===== src/rtl/alu_operand_sequencer_if.sv =====
// ALU operand/result bus between the operand sequencer (master) and the ALU (slave).
interface alu_operand_sequencer_if #(
  parameter int N_BITS = 8
);
  logic [N_BITS-1:0] alu_a;
  logic [N_BITS-1:0] alu_b;
  logic [2:0]        alu_op;
  logic [N_BITS-1:0] alu_res;
  logic              alu_ovf;

  modport master (
    output alu_a, alu_b, alu_op,
    input  alu_res, alu_ovf
  );

  modport slave (
    input  alu_a, alu_b, alu_op,
    output alu_res, alu_ovf
  );
endinterface


===== src/rtl/alu_operand_sequencer.sv =====
// Button-driven operand/opcode sequencer for the ALU; captures and holds the result for display.
// Optional macro ALU_CHAIN_EN: enter in SHOW feeds the result back as operand A.
module alu_operand_sequencer #(
  parameter int N_BITS = 8
) (
  input  logic              clk,
  input  logic              rst_n,
  input  logic [N_BITS-1:0] i_valor_in,
  input  logic              i_enter_btn,
  input  logic              i_undo_btn,
  alu_operand_sequencer_if.master alu_bus,
  output logic [N_BITS-1:0] o_resultado,
  output logic              o_overflow,
  output logic [N_BITS-1:0] o_display_val,
  output logic [2:0]        o_estado,
  output logic              o_done,
  output logic              o_err
);

  typedef enum logic [2:0] {
    GET_A  = 3'd0,
    GET_B  = 3'd1,
    GET_OP = 3'd2,
    EXEC   = 3'd3,
    SHOW   = 3'd4
  } state_t;

  state_t            r_state;
  state_t            w_next_state;
  logic              r_enter_s1, r_enter_s2, r_enter_d;
  logic              r_undo_s1, r_undo_s2, r_undo_d;
  logic              w_enter_p, w_undo_p;
  logic              w_load_a, w_load_b, w_load_op, w_capture, w_err, w_chain;
  logic [N_BITS-1:0] r_alu_a, r_alu_b, r_resultado;
  logic [2:0]        r_alu_op;
  logic              r_overflow, r_done, r_err;

  function automatic logic op_valid(input logic [2:0] op);
    return (op == 3'b000) || (op == 3'b001) || (op == 3'b010) ||
           (op == 3'b100) || (op == 3'b101);
  endfunction

  // Rising edge of the synchronized level; acts on the 3rd clk edge after the press
  assign w_enter_p = r_enter_s2 & ~r_enter_d;
  assign w_undo_p  = r_undo_s2  & ~r_undo_d;

  always_comb begin
    w_next_state = r_state;
    w_load_a     = 1'b0;
    w_load_b     = 1'b0;
    w_load_op    = 1'b0;
    w_capture    = 1'b0;
    w_err        = 1'b0;
    w_chain      = 1'b0;
    case (r_state)
      GET_A: begin
        if (w_enter_p && !w_undo_p) begin
          w_load_a     = 1'b1;
          w_next_state = GET_B;
        end
      end
      GET_B: begin
        if (w_undo_p) begin
          w_next_state = GET_A;
        end else if (w_enter_p) begin
          w_load_b     = 1'b1;
          w_next_state = GET_OP;
        end
      end
      GET_OP: begin
        if (w_undo_p) begin
          w_next_state = GET_B;
        end else if (w_enter_p) begin
          if (op_valid(i_valor_in[2:0])) begin
            w_load_op    = 1'b1;
            w_next_state = EXEC;
          end else begin
            w_err = 1'b1;
          end
        end
      end
      EXEC: begin
        w_capture    = 1'b1;
        w_next_state = SHOW;
      end
      SHOW: begin
        if (w_undo_p) begin
          w_next_state = GET_OP;
        end else if (w_enter_p) begin
`ifdef ALU_CHAIN_EN
          w_chain      = 1'b1;
          w_next_state = GET_B;
`else
          w_next_state = GET_A;
`endif
        end
      end
      default: w_next_state = GET_A;
    endcase
  end

  always_ff @(posedge clk or negedge rst_n) begin
    if (!rst_n) begin
      r_state     <= GET_A;
      r_enter_s1  <= 1'b0;
      r_enter_s2  <= 1'b0;
      r_enter_d   <= 1'b0;
      r_undo_s1   <= 1'b0;
      r_undo_s2   <= 1'b0;
      r_undo_d    <= 1'b0;
      r_alu_a     <= '0;
      r_alu_b     <= '0;
      r_alu_op    <= 3'b000;
      r_resultado <= '0;
      r_overflow  <= 1'b0;
      r_done      <= 1'b0;
      r_err       <= 1'b0;
    end else begin
      r_enter_s1  <= i_enter_btn;
      r_enter_s2  <= r_enter_s1;
      r_enter_d   <= r_enter_s2;
      r_undo_s1   <= i_undo_btn;
      r_undo_s2   <= r_undo_s1;
      r_undo_d    <= r_undo_s2;
      r_state     <= w_next_state;
      r_done      <= (w_next_state == SHOW);
      r_err       <= w_err;
      if (w_load_a)  r_alu_a <= i_valor_in;
      else if (w_chain) r_alu_a <= r_resultado;
      if (w_load_b)  r_alu_b  <= i_valor_in;
      if (w_load_op) r_alu_op <= i_valor_in[2:0];
      if (w_capture) begin
        r_resultado <= alu_bus.alu_res;
        r_overflow  <= alu_bus.alu_ovf;
      end
    end
  end

  always_comb begin
    o_display_val = i_valor_in;
    case (r_state)
      EXEC:    o_display_val = r_alu_b;
      SHOW:    o_display_val = r_resultado;
      default: o_display_val = i_valor_in;
    endcase
  end

  assign alu_bus.alu_a  = r_alu_a;
  assign alu_bus.alu_b  = r_alu_b;
  assign alu_bus.alu_op = r_alu_op;
  assign o_resultado    = r_resultado;
  assign o_overflow     = r_overflow;
  assign o_estado       = r_state;
  assign o_done         = r_done;
  assign o_err          = r_err;

endmodule


===== src/flat_wrapper.sv =====
// flat-port wrapper written by rule: the top's interface ports become plain ports
module alu_operand_sequencer_flat 
#(
  parameter int N_BITS = 8
)
  (clk, rst_n, i_valor_in, i_enter_btn, i_undo_btn, o_resultado, o_overflow, o_display_val, o_estado, o_done, o_err, alu_bus_alu_a, alu_bus_alu_b, alu_bus_alu_op, alu_bus_alu_res, alu_bus_alu_ovf);
  alu_operand_sequencer_if #(.N_BITS(N_BITS)) alu_bus_i ();
  input  logic clk;
  input  logic rst_n;
  input  logic [N_BITS-1:0] i_valor_in;
  input  logic i_enter_btn;
  input  logic i_undo_btn;
  output logic [N_BITS-1:0] o_resultado;
  output logic o_overflow;
  output logic [N_BITS-1:0] o_display_val;
  output logic [2:0] o_estado;
  output logic o_done;
  output logic o_err;
  output wire logic [$bits(alu_bus_i.alu_a)-1:0] alu_bus_alu_a;
  output wire logic [$bits(alu_bus_i.alu_b)-1:0] alu_bus_alu_b;
  output wire logic [$bits(alu_bus_i.alu_op)-1:0] alu_bus_alu_op;
  input wire logic [$bits(alu_bus_i.alu_res)-1:0] alu_bus_alu_res;
  input wire logic [$bits(alu_bus_i.alu_ovf)-1:0] alu_bus_alu_ovf;
  assign alu_bus_alu_a = alu_bus_i.alu_a;
  assign alu_bus_alu_b = alu_bus_i.alu_b;
  assign alu_bus_alu_op = alu_bus_i.alu_op;
  assign alu_bus_i.alu_res = alu_bus_alu_res;
  assign alu_bus_i.alu_ovf = alu_bus_alu_ovf;
  alu_operand_sequencer #(.N_BITS(N_BITS)) u_core (.clk(clk), .rst_n(rst_n), .i_valor_in(i_valor_in), .i_enter_btn(i_enter_btn), .i_undo_btn(i_undo_btn), .alu_bus(alu_bus_i), .o_resultado(o_resultado), .o_overflow(o_overflow), .o_display_val(o_display_val), .o_estado(o_estado), .o_done(o_done), .o_err(o_err));
endmodule

===== config.mk =====
export PLATFORM = sky130hd
export DESIGN_NAME = alu_operand_sequencer_flat
export DESIGN_NICKNAME = d
export VERILOG_FILES = /design/src/rtl/alu_operand_sequencer_if.sv /design/src/rtl/alu_operand_sequencer.sv /design/src/flat_wrapper.sv
export SDC_FILE = /design/constraint.sdc
export NUM_CORES = 1
export LEC_CHECK = 0
export ABC_AREA = 1
export ABC_CLOCK_PERIOD_IN_PS = 1620
export CAP_MARGIN = 20
export CORE_ASPECT_RATIO = 1.1
export CORE_MARGIN = 2
export CORE_UTILIZATION = 45
export DETAILED_ROUTE_END_ITERATION = 8
export PLACE_DENSITY_LB_ADDON = 0.25
export SLEW_MARGIN = 10
export SYNTH_ARGS = -nofsm -noshare
export SYNTH_HDL_FRONTEND = slang
export SYNTH_SLANG_ARGS = --single-unit

===== constraint.sdc =====
create_clock -name clk -period 1.62 [get_ports clk]
set_input_delay 0.405 -clock clk [delete_from_list [all_inputs] [get_ports clk]]
set_output_delay 0.405 -clock clk [all_outputs]
set_load 0.005 [all_outputs]

# Word level (Yosys, flattened, before mapping)
# Cells that the tools add are included.
[op_classes] n_eq_ne=9 muxes=24 bitwise=4 n_reduce_logical=8
[ops] cell="$mux 3" n=8
[ops] cell="$pmux 8 s2" n=1
[ops] cell="$pmux 3 s5" n=1
[ops] cell="$mux 1" n=14
[ops] cell="$eq 3x3->1 const B" n=4
[ops] cell="$eq 3x2->1 const B" n=3
[ops] cell="$eq 3x1->1 const B" n=2
[ops] cell="$logic_not 3->1" n=2
[ops] cell="$logic_or 1x1->1" n=4
[ops] cell="$and 1x1->1" n=2
[ops] cell="$not 1->1" n=2
[ops] cell="$logic_and 1x1->1" n=1
[ops] cell="$logic_not 1->1" n=1
[totals] ff_bits=39 input_bits=21 out_inout_bits=41 elab_cells=59

# Longest topological paths before layout
# Gate-level depths: netlist of the first run.
[depth] word_depth=10 ltp_mapped=7 depth_no_buf=7

# Worst setup path before layout of the first run
# Ideal clock, no wire load.
[synth_timing] path_kind="register -> output" start="reg u_core.r_state[2] (netlist: u_core.o_estado[2])" end="out o_display_val[0]" t_arrival_ns=0.915 required_time_ns=1.215 slack_ns=0.300 stages_incl_launch_ff=6 path_buffers=1 cell_sequence="dfrtp_1 inv_2 buf_4 nand3_4 nand3_1 nand3_1"
[synth_between] elab_chain_cells=2 word_cells_on_any_way=3 classes_between="eq/ne: 2; mux: 1"
[synth_rtl] element="from (decl)" line="alu_operand_sequencer.sv:28" source="state_t r_state;"
[synth_rtl] element="from (signal assigned)" line="alu_operand_sequencer.sv:125" source="r_state <= w_next_state;"
[synth_rtl] element="$eq 3x3->1 or $eq 3x2->1 (tied branches)" line="alu_operand_sequencer.sv:141" source="case (r_state)"
[synth_rtl] element="$pmux 8 s2 *" line="alu_operand_sequencer.sv:141"
[synth_rtl] element="to (decl)" line="flat_wrapper.sv:15" source="output logic [N_BITS-1:0] o_display_val;"
# Every way passes the cells marked *; elsewhere a longest branch is shown, timed or not.

# Worst setup path in the final report of the first run
[layout_timing] start="reg u_core.r_state[0] (netlist: u_core.o_estado[0])" end="out o_display_val[4]"
# The elaborated chain is that of the path after synthesis.

==> results of run 1 <==
[path summary, 6_finish.rpt]
path / slack, ps / end
max: -250 / o_display_val[4]
min: 50 / u_core.alu_bus.alu_op[2]$_DFFE_PN0P_
max reg2reg: 90 / u_core.alu_bus.alu_b[7]$_DFFE_PN0P_
min reg2reg: 350 / u_core.r_undo_s2$_DFF_PN0_
max in group asynchronous: 1110 / u_core.o_estado[0]$_DFF_PN0_
min in group clk: 350 / u_core.r_undo_s2$_DFF_PN0_
[layout make-up]
class                      count  area share
clock buffer                   6     0.02689
clock inverter                 2     0.01141
inverter                      26     0.03341
multi-input combinational    123      0.2694
sequential                    39      0.3183
tap                           52     0.02119
timing repair buffer         107      0.3195
[cell usage in the layout, fill, tap and decap left out, types with 5 or more instances in the layout]
cell type	synthesis	final
clkdlybuf4s50_1	0	44
nand2_1	48	40
dfrtp_1	39	38
buf_4	3	37
o21ai_2	26	26
inv_1	23	23
nand3_2	1	15
nand2_2	4	11
nand4_1	11	11
buf_6	4	9
dlygate4sd2_1	0	7
clkbuf_8	0	6
buf_2	1	6
nand3_1	19	5
[cells by family (layout without fill, tap and decap cells)]
| group | Yosys count | after routing | synth area share |
|---|---|---|---|
| buffers and inverters | 34 | 141 | 0.09072 |
| flip-flops | 39 | 39 | 0.5203 |
| AO/OA/AOI/OAI | 28 | 28 | 0.1268 |
| AND/OR/NAND/NOR | 95 | 95 | 0.2622 |
[worst max-delay path, stage by stage (launching register included)]
cell     delay, ps
dfrtp_1        430
nor2_2         170
nand2_2        120
buf_6          160
nand3_2         70
nand3_2        100
buf_6          130
[sequential cells by signal, indices dropped and copies added, names as in the netlist, 3 cells and up]
signal                 cells
u_core.alu_bus.alu_op      3
u_core.alu_bus.alu_a       8
u_core.o_resultado         8
u_core.o_estado            3
u_core.alu_bus.alu_b       8
[power groups by stage]
stage                     Combinational (mW)  Sequential, mW  Clock, mW
after floorplan                        0.907            1.64          0
after global placement                  2.09            1.63          0
after detailed placement                2.14            1.64          0
after CTS                               2.30            1.64      0.843
after global routing                    2.92            1.68      0.887
final                                   2.73            1.64      0.825
[layer usage]
metal	vias up	track usage	wire length [um]	share of wire
met5	-	0	0	0
met4	0	0.07639	163	0.029
met3	17	0.05808	269	0.048
met2	80	0.3855	2977	0.53
met1	878	0.2722	2217	0.39
li1	844	-	-	-
[through the flow]
step | std cells | setup TNS [ps] | instance area [um2] | setup slack, ps
2_1_floorplan | 196 | 0 | 1876 | 300.3
3_5_place_dp | 318 | -2813 | 2626 | -374.8
4_1_cts | 341 | -1238 | 2915 | -160.3
6_report | 355 | -1920 | 3070 | -252.6
5_1_grt | 355 | -2604 | 3070 | -335.1
3_3_place_gp | 318 | -2766 | 2626 | -377.4
[repair_timing]
item	4_1_cts	5_1_grt
gates resized for setup	66	11
pin swaps	6	4
cloned	1	0
buffers inserted	14	14
endpoints found under the setup margin	13	18
==> impl_metrics.yaml, run 1 <==
worst_setup_path:
  path_class: "reg -> out"
  critPathRequiredTime_ps: 1210
  cp_max_fo: 5
  start_kind: "register"
  crit_start: "u_core.o_estado[0]$_DFF_PN0_"
  cp.arrival_ps: 1470
  end_kind: "output port"
  r2r-start: "u_core.o_estado[1]$_DFF_PN0_"
  reg2reg_depth: 8
logic_synthesis:
  syn-num-nets: 217
  synth-main-ff-cell: "dfrtp_1"
  synthCells: 196
  synthTopCellsByArea: "dfrtp_1 (52%), o21ai_2 (12%), nand2_1 (9.6%)"
  yosysWarnings: 0
  yosysTopAreaCell: "dfrtp_1"
  syn_avg_cell_area_um2: 9.569
  netlist.area_leader.share: 0.5203
  synth-seq-area-share: 0.5203
  ys_async_sr_fraction: 1.000
  ys_ff_latch: 39
  synth-edff-count: 0
  synth.top_cells.by_count: "nand2_1 (48), dfrtp_1 (39), o21ai_2 (26)"
  synth.distinct_cells: 19
  post-synth-top-count-cell: "nand2_1"
  syn_area_mm2: 0.001876
layout:
  register_area_um2: 977.2
  num-nets-final: 323
  post-route-util: 0.7688
  multi_input_area_um2: 827.0
  diodes: 0
  nFillCells: 250
  drive_gt1_frac: 0.4191
  area_growth_pct: 63.71
grt:
  overflow: 0
  grt_start_max_net_pins: 22
  grt_pass1_vias: 1648
  grt_pass1_wl_um: 8024
  grt.total_usage: 0.2240
  antenna_found_initial: 0
sta:
  fmax_ghz: 0.5340
  fin_skew_ps: 5.631
  report.final.setup_viol: 8
  relSlewSlack: 0.7026
  post-route-min-period_ps: 1873
  rsz0062_at_grt: "yes"
  hold_ws_ps: 45.91
  finalHoldViolations: 0
  tightest_slew_ps: 446.0
  setup_ws_ps: -252.6
  min_period_over_period: 1.156
  drv_slew: 0
power_and_ir_drop:
  totalPowerFinal_mw: 5.197
  leakagePower_nw: 1.569
  max-vdd-ir-drop_uv: 868.5
  power_frac_seq: 0.316
  p_per_area_mw_per_mm2: 1692
  power_switching_mw: 1.794
  pwr-share-comb: 0.525
  p_int_mw: 3.402
  clock_power_share: 0.159
  swShare: 0.3453
cts:
  clk_latency_ps: 290
  ctsHoldBuffers: 0
  htreeDepth: 2
  cts_sinks: 39
  clk_pin_slew_ps: 70
  clockRootBuffer: "clkbuf_8"
  cts.path.max_buffers: 2
  cts_tree: "built"
  cts_made_buffers: 5
route:
  ant_nets: 0
  firstDrtPassIters: 4
  wl_per_cell_um: 15.85
  viasPerCell: 5.124
  wirelength_um: 5626
  first_iter_violations: 121
  remaining_drc_errors: 0
  vias: 1819
floorplanning:
  dieArea_mm2: 0.004701
  die_x_um: 65.56
  ios: 62
  start_util: 0.4696
  fp-row-count: 24
  die_h_um: 71.71
  core_mm2: 0.003994
hold_path:
  hold_path.class: "in -> async"
placement:
  dp_hpwl_um: 3171
  io_buffers: 61
  gp_congestion: 0.8307
run_status:
  status: "finished, violations left"
  violations: "setup timing"
run:
  maxCapViolations: 0
Power figures use the tool's default switching activity.
==> inputs of run 2 (changes only) <==
--- a/config.mk
+++ b/config.mk
@@ -11,6 +11,7 @@
 export CORE_ASPECT_RATIO = 1.1
 export CORE_MARGIN = 2
 export CORE_UTILIZATION = 45
+export CTS_CLUSTER_SIZE = 30
 export DETAILED_ROUTE_END_ITERATION = 8
 export PLACE_DENSITY_LB_ADDON = 0.25
 export SLEW_MARGIN = 10
==> results of run 2 <==
Final layout, timing and power as in run 1 (identical DEF).
==> inputs of run 3 (changes only) <==
--- a/config.mk
+++ b/config.mk
@@ -11,6 +11,7 @@
 export CORE_ASPECT_RATIO = 1.1
 export CORE_MARGIN = 2
 export CORE_UTILIZATION = 45
+export CTS_CLUSTER_DIAMETER = 150
 export CTS_CLUSTER_SIZE = 30
 export DETAILED_ROUTE_END_ITERATION = 8
 export PLACE_DENSITY_LB_ADDON = 0.25
==> results of run 3 <==
Final layout, timing and power as in run 1 (identical DEF).
